===== src/rtl/mips_pkg.sv =====
// Shared definitions for the HI/LO unit.
// Contents: data widths, default multiplier latency and the HI/LO FSM encoding.
package mips_pkg;

    localparam int WORD_W           = 32;
    localparam int DWORD_W          = 64;
    localparam int MULT_LATENCY_DEF = 34;

    // HI/LO FSM state encoding
    localparam logic [0:0] HILO_IDLE = 1'b0;
    localparam logic [0:0] HILO_BUSY = 1'b1;

endpackage


===== src/rtl/hilo_if.sv =====
// EX-stage <-> HI/LO unit bundle.
// master: EX decode / multiplier side (drives requests and the product).
// slave : hilo_unit (drives Multu start, stall, read data, HI/LO, status).
interface hilo_if;
    import mips_pkg::*;

    logic                 mult_start;
    logic                 flush;
    logic                 mfhi;
    logic                 mflo;
    logic                 mthi;
    logic                 mtlo;
    logic [WORD_W-1:0]    wr_data;
    logic [DWORD_W-1:0]   mult_product;
    logic                 multu_out;
    logic                 stall;
    logic [WORD_W-1:0]    rd_data;
    logic [WORD_W-1:0]    hi;
    logic [WORD_W-1:0]    lo;
    logic                 busy;
    logic                 done;

    modport master (
        output mult_start, flush, mfhi, mflo, mthi, mtlo, wr_data, mult_product,
        input  multu_out, stall, rd_data, hi, lo, busy, done
    );

    modport slave (
        input  mult_start, flush, mfhi, mflo, mthi, mtlo, wr_data, mult_product,
        output multu_out, stall, rd_data, hi, lo, busy, done
    );

endinterface


===== src/rtl/hilo_unit_regs.sv =====
// HI/LO architectural registers.
// Ports: clk, reset (async active-low), hi_we/lo_we write enables,
//        hi_wdata/lo_wdata write data, hi/lo register contents.
module hilo_regs
    import mips_pkg::*;
(
    input  logic              clk,
    input  logic              reset,
    input  logic              hi_we,
    input  logic              lo_we,
    input  logic [WORD_W-1:0] hi_wdata,
    input  logic [WORD_W-1:0] lo_wdata,
    output logic [WORD_W-1:0] hi,
    output logic [WORD_W-1:0] lo
);

    logic [WORD_W-1:0] hi_q;
    logic [WORD_W-1:0] hi_d;
    logic [WORD_W-1:0] lo_q;
    logic [WORD_W-1:0] lo_d;

    // Next-state selection for HI and LO
    always_comb begin
        hi_d = hi_q;
        lo_d = lo_q;
        if (hi_we) begin
            hi_d = hi_wdata;
        end else begin
            hi_d = hi_q;
        end
        if (lo_we) begin
            lo_d = lo_wdata;
        end else begin
            lo_d = lo_q;
        end
    end

    // HI/LO storage with async reset
    always_ff @(posedge clk or negedge reset) begin
        if (!reset) begin
            hi_q <= {WORD_W{1'b0}};
            lo_q <= {WORD_W{1'b0}};
        end else begin
            hi_q <= hi_d;
            lo_q <= lo_d;
        end
    end

    assign hi = hi_q;
    assign lo = lo_q;

endmodule


===== src/rtl/hilo_unit.sv =====
// HI/LO unit: issues the Multu start, counts the fixed multiplier latency,
// captures the 64-bit product into HI/LO and stalls EX on HI/LO accesses
// while a multiply is in flight.
// Ports: clk, reset (async active-low), bus (hilo_if.slave: requests,
//        product, multu_out, stall, rd_data, hi, lo, busy, done).
module hilo_unit
    import mips_pkg::*;
#(
    parameter int MULT_LATENCY = MULT_LATENCY_DEF,
    parameter int CNT_W        = 6
)(
    input  logic   clk,
    input  logic   reset,
    hilo_if.slave  bus
);

    logic [0:0]       state_q;
    logic [0:0]       state_d;
    logic [CNT_W-1:0] cnt_q;
    logic [CNT_W-1:0] cnt_d;
    logic             done_q;
    logic             done_d;
    logic             is_idle;
    logic             is_busy;
    logic             accept;
    logic             capture;
    logic             mt_ok;
    logic             hi_we;
    logic             lo_we;
    logic [WORD_W-1:0] hi_wdata;
    logic [WORD_W-1:0] lo_wdata;
    logic [WORD_W-1:0] hi_s;
    logic [WORD_W-1:0] lo_s;

    assign is_idle = (state_q == HILO_IDLE);
    assign is_busy = (state_q == HILO_BUSY);

    // Gated by reset so Multu never fires while the unit is held in reset.
    assign accept = bus.mult_start & is_idle & ~bus.flush & reset;

    // FSM and latency counter; the counter only reloads from IDLE and sits at 0 there
    always_comb begin
        state_d = state_q;
        cnt_d   = cnt_q;
        capture = 1'b0;
        case (state_q)
            HILO_IDLE: begin
                if (accept) begin
                    state_d = HILO_BUSY;
                    cnt_d   = CNT_W'(MULT_LATENCY - 1);
                end else begin
                    state_d = HILO_IDLE;
                    cnt_d   = {CNT_W{1'b0}};
                end
            end
            HILO_BUSY: begin
                if (bus.flush) begin
                    state_d = HILO_IDLE;
                    cnt_d   = {CNT_W{1'b0}};
                end else if (cnt_q == {CNT_W{1'b0}}) begin
                    state_d = HILO_IDLE;
                    capture = 1'b1;
                end else begin
                    cnt_d = cnt_q - {{(CNT_W-1){1'b0}}, 1'b1};
                end
            end
            default: begin
                state_d = HILO_IDLE;
                cnt_d   = {CNT_W{1'b0}};
            end
        endcase
    end

    assign done_d = capture;

    // A MULTU in the same cycle takes precedence over MTHI/MTLO.
    assign mt_ok    = is_idle & ~bus.flush & ~bus.mult_start;
    assign hi_we    = capture | (mt_ok & bus.mthi);
    assign lo_we    = capture | (mt_ok & bus.mtlo);
    assign hi_wdata = capture ? bus.mult_product[DWORD_W-1:WORD_W] : bus.wr_data;
    assign lo_wdata = capture ? bus.mult_product[WORD_W-1:0]       : bus.wr_data;

    // FSM, counter and done flops
    always_ff @(posedge clk or negedge reset) begin
        if (!reset) begin
            state_q <= HILO_IDLE;
            cnt_q   <= {CNT_W{1'b0}};
            done_q  <= 1'b0;
        end else begin
            state_q <= state_d;
            cnt_q   <= cnt_d;
            done_q  <= done_d;
        end
    end

    hilo_regs u_regs (
        .clk      (clk),
        .reset    (reset),
        .hi_we    (hi_we),
        .lo_we    (lo_we),
        .hi_wdata (hi_wdata),
        .lo_wdata (lo_wdata),
        .hi       (hi_s),
        .lo       (lo_s)
    );

    // MFHI/MFLO read mux; register contents only, MFHI has priority
    always_comb begin
        if (bus.mfhi) begin
            bus.rd_data = hi_s;
        end else if (bus.mflo) begin
            bus.rd_data = lo_s;
        end else begin
            bus.rd_data = {WORD_W{1'b0}};
        end
    end

    assign bus.multu_out = accept;
    assign bus.stall     = is_busy & (bus.mult_start | bus.mfhi | bus.mflo |
                                      bus.mthi | bus.mtlo) & ~bus.flush;
    assign bus.hi        = hi_s;
    assign bus.lo        = lo_s;
    assign bus.busy      = is_busy;
    assign bus.done      = done_q;

endmodule


===== src/flat_wrapper.sv =====
// flat-port wrapper written by rule: the top's interface ports become plain ports
module hilo_unit_flat import mips_pkg::*;
#(
    parameter int MULT_LATENCY = MULT_LATENCY_DEF,
    parameter int CNT_W        = 6
)
  (clk, reset, bus_mult_start, bus_flush, bus_mfhi, bus_mflo, bus_mthi, bus_mtlo, bus_wr_data, bus_mult_product, bus_multu_out, bus_stall, bus_rd_data, bus_hi, bus_lo, bus_busy, bus_done);
  hilo_if bus_i ();
  input  logic clk;
  input  logic reset;
  input wire logic [$bits(bus_i.mult_start)-1:0] bus_mult_start;
  input wire logic [$bits(bus_i.flush)-1:0] bus_flush;
  input wire logic [$bits(bus_i.mfhi)-1:0] bus_mfhi;
  input wire logic [$bits(bus_i.mflo)-1:0] bus_mflo;
  input wire logic [$bits(bus_i.mthi)-1:0] bus_mthi;
  input wire logic [$bits(bus_i.mtlo)-1:0] bus_mtlo;
  input wire logic [$bits(bus_i.wr_data)-1:0] bus_wr_data;
  input wire logic [$bits(bus_i.mult_product)-1:0] bus_mult_product;
  output wire logic [$bits(bus_i.multu_out)-1:0] bus_multu_out;
  output wire logic [$bits(bus_i.stall)-1:0] bus_stall;
  output wire logic [$bits(bus_i.rd_data)-1:0] bus_rd_data;
  output wire logic [$bits(bus_i.hi)-1:0] bus_hi;
  output wire logic [$bits(bus_i.lo)-1:0] bus_lo;
  output wire logic [$bits(bus_i.busy)-1:0] bus_busy;
  output wire logic [$bits(bus_i.done)-1:0] bus_done;
  assign bus_i.mult_start = bus_mult_start;
  assign bus_i.flush = bus_flush;
  assign bus_i.mfhi = bus_mfhi;
  assign bus_i.mflo = bus_mflo;
  assign bus_i.mthi = bus_mthi;
  assign bus_i.mtlo = bus_mtlo;
  assign bus_i.wr_data = bus_wr_data;
  assign bus_i.mult_product = bus_mult_product;
  assign bus_multu_out = bus_i.multu_out;
  assign bus_stall = bus_i.stall;
  assign bus_rd_data = bus_i.rd_data;
  assign bus_hi = bus_i.hi;
  assign bus_lo = bus_i.lo;
  assign bus_busy = bus_i.busy;
  assign bus_done = bus_i.done;
  hilo_unit #(.MULT_LATENCY(MULT_LATENCY), .CNT_W(CNT_W)) u_core (.clk(clk), .reset(reset), .bus(bus_i));
endmodule

===== config.mk =====
export PLATFORM = sky130hd
export DESIGN_NAME = hilo_unit_flat
export DESIGN_NICKNAME = d
export VERILOG_FILES = /design/src/rtl/mips_pkg.sv /design/src/rtl/hilo_if.sv /design/src/rtl/hilo_unit_regs.sv /design/src/rtl/hilo_unit.sv /design/src/flat_wrapper.sv
export SDC_FILE = /design/constraint.sdc
export NUM_CORES = 1
export LEC_CHECK = 0
export BUFFER_PORTS_ARGS = -buffer_cell sky130_fd_sc_hd__buf_2
export CORE_MARGIN = 2
export CORE_UTILIZATION = 42
export DETAILED_ROUTE_END_ITERATION = 8
export HOLD_SLACK_MARGIN = 0.06
export PLACE_DENSITY = 0.77
export SLEW_MARGIN = 25
export SYNTH_ARGS = -nofsm -noshare
export SYNTH_HDL_FRONTEND = slang
export SYNTH_SLANG_ARGS = --single-unit

===== constraint.sdc =====
create_clock -name clk -period 1.6 [get_ports clk]
set_input_delay 0.16 -clock clk [delete_from_list [all_inputs] [get_ports clk]]
set_output_delay 0.16 -clock clk [all_outputs]
set_load 0.02 [all_outputs]

==> impl_metrics.tcl <==
set metrics [dict create \
    outcome "finished, violations left" \
    violations "setup timing" \
    syn_nets 396 \
    clock_latency_ns 0.34 \
    synth_compound_area_frac 0.08843 \
    syn_avg_cell_area_um2 14.49 \
    vias 3684 \
    maxSlewViolCount 0 \
    finClkSkew_ns 0.009109 \
    synth_top_family_by_area "multiplexers" \
    yosys.area_share.adder 0.002967 \
    worstPathRequired_ns 1.83 \
    worst-path-buf-inv 3 \
    fmaxAchievable_ghz 0.5657 \
    final_util 0.6742 \
    fp.dieH_um 104.2 \
    numCtsBuffers 9 \
    seq_area_frac_synth 0.4273 \
    htreeDepth 3 \
    clock_sinks 72 \
    layout.area.seq_mm2 0.001803 \
    async_flop_share 1.000 \
    criticalPathCategory "reg2reg" \
    firstDrtPassIters 4 \
    tightest_slew_ns 0.3902 \
    cp_cell_sequence "inv_2, ha_4, nor3b_4, nand3_4, buf_12, buf_16, mux2_4" \
    synth-seq-cells 72 \
    timing.final.hold_violations 0 \
    synth_top_area_frac 0.4273 \
    place_hpwl_um 7948 \
    power.density_mw_per_mm2 1125 \
    place_congestion 0.8506 \
    fin_setup_tns_ns -8.809 \
    grt_antenna_before_repair 0 \
    final-setup-viol-count 64 \
    num_rows 36 \
    clockPowerShare 0.178 \
    drcViolationCount 0 \
    yosysMostFrequentCell "dfrtp_1" \
    fin_ws_ns -0.1676 \
    yosys-top-cells-count "dfrtp_1 (72), mux2_1 (60), mux2_4 (60)" \
    period_minus_slack_ns 1.768 \
    die-area_mm2 0.01086 \
    initial_utilization 0.4314 \
    ios 204 \
    synth.distinct_cells 32 \
    rsz0062_at_grt "yes" \
    hold_path.class "in2reg" \
    vdd_ir_drop_max_uv 701.4 \
    multi_input_area_mm2 0.002349 \
    crit_path_max_incr_delay_ns 0.40 \
    ant_nets 0 \
    cts_tree "done" \
    synthFlopType "dfrtp_1" \
    wl_per_cell_um 18.54 \
    port-buffer-count 203 \
    seq_power_share 0.361 \
    fin_nets 689 \
    yosys.area.top_type "dfrtp_1" \
    slew-limit-headroom 0.7399 \
    grt_max_degree 73 \
    synth_xor_area_frac 0.002077 \
    n_fill_cell 728 \
    overflow 0 \
    core_mm2 0.009774 \
    synthSimpleGateAreaFrac 0.04214 \
    ctsLongestPathBuffers 2 \
    cp-end-kind "flip-flop" \
    leakage_uw 0.003414 \
    drt_iter0_drc 120 \
    drive_above_1_share 0.5969 \
    internal-power_uw 4690 \
    maxCapViolations 0 \
    synth_area_leaders "dfrtp_1 (43%), mux2_4 (21%), mux2_1 (16%)" \
    area_growth_pct 56.29 \
    grt_pass1_wl_um 20470 \
    synth_area_mm2 0.004217 \
    critPathTopFamily "simple AND/OR/NAND/NOR gates" \
    post-route-period-util 1.105 \
    vias_per_cell 5.110 \
    wl_um 13370 \
    p_comb_frac 0.461 \
    worstPathArrival_ns 1.99 \
    diodes 0 \
    clk_pin_slew_ns 0.08 \
    grt_pass1_vias 4063 \
    yosys-mux-area-fraction 0.3953 \
    fin_hold_ws_ns 0.1805 \
    crit_slowest_cell "dfrtp_1" \
    yosysWarningCount 0 \
    fp.dieW_um 104.2 \
    netlist_instances 291 \
    synth-edff-count 0 \
    grtUsageTotal 0.2379 \
    p_switching_uw 2726 \
    switching_share 0.3675 \
    startpoint_type "flip-flop" \
    clock-root-buffer "clkbuf_8" \
    crit_fanout 8 \
]
-- power groups by stage --
stage                     logic [µW]  clock network [µW]  registers [µW]
after global routing            3610                1430            2740
after CTS                       3300                1350            2660
after detailed placement        3090                   0            2680
after floorplan                 1520                   0            3180
after global placement          3020                   0            2660
final                           3420                1320            2680
-- registers in the layout, summed over array words and instances (netlist names) --
name	cells
u_core.bus.busy	1
u_core.u_regs.lo	32
u_core.u_regs.hi	32
u_core.bus.done	1
u_core.cnt_q	6
-- per-layer routing --
layer  track usage  part of all wire  up-vias
met1        0.2752              0.41     1818
met5             0                 0        -
li1              -                 -     1682
met2        0.4300              0.53      154
met4        0.1033             0.026        0
met3       0.04198             0.043       30
-- layout by cell type, fill, tap and decap left out, types with 3 or more instances in the layout --
cell type / instances
a21oi_1: 3
a22o_1: 31
buf_12: 8
buf_2: 201
buf_4: 22
clkbuf_8: 11
dfrtp_1: 71
dlygate4sd3_1: 65
inv_2: 3
mux2_1: 44
mux2_2: 7
mux2_4: 77
nand2_1: 3
nor2_1: 3
o21ai_0: 3
-- final timing paths --
kind,startpoint,endpoint,slack [ns],cells after the start
max in group asynchronous,reset,u_core.u_regs.hi[5],0.87,3
worst max-delay path,u_core.cnt_q[0],u_core.u_regs.lo[26],-0.17,7
worst max register to register,u_core.cnt_q[0],u_core.u_regs.lo[26],-0.17,7
min in group asynchronous,reset,u_core.bus.done,0.41,3
worst min register to register,u_core.cnt_q[5],u_core.cnt_q[5],0.61,2
worst min-delay path,bus_wr_data[18],u_core.u_regs.lo[18],0.18,3
-- area by class of cell --
cell class,count,share of cell area
Inverter,4,0.002278
Clock inverter,3,0.002658
Multi-Input combinational cell,196,0.3564
Timing Repair Buffer,301,0.3163
Clock buffer,12,0.02354
Tap cell,133,0.02525
Sequential cell,72,0.2736
-- cell families after synthesis --
kind of cell,Yosys count
buf+inv,23
flops,72
simple gates,20
fa+ha+maj,1
mux,128
compound gates,46
xor+xnor,1
-- worst register-to-register path: stages, from the launching register on --
cell     delay, ns
dfrtp_1       0.40
inv_2         0.09
ha_4          0.14
nor3b_4       0.26
nand3_4       0.16
buf_12        0.17
buf_16        0.15
mux2_4        0.29
-- what timing repair did --
action | in CTS | in global routing
pin swaps | 0 | 4
gates resized for setup | 24 | 25
hold buffers | 64 | 1
endpoints found under the setup margin | 71 | 71
gates cloned | 2 | 3
endpoints found under the hold margin | 135 | 1
setup buffers | 2 | 9
-- metrics by stage --
step                instances  instance area (µm²)  total power (µW)  worst slack (ns)
CTS                       708                 6394              7309           -0.1752
floorplan                 291                 4218              4701           -0.1370
global placement          625                 5409              5675           -0.1190
finish                    721                 6590              7416           -0.1676
global route              721                 6590              7785           -0.2403
detailed placement        625                 5409              5768           -0.1679
(Power assumes the default switching activity.)
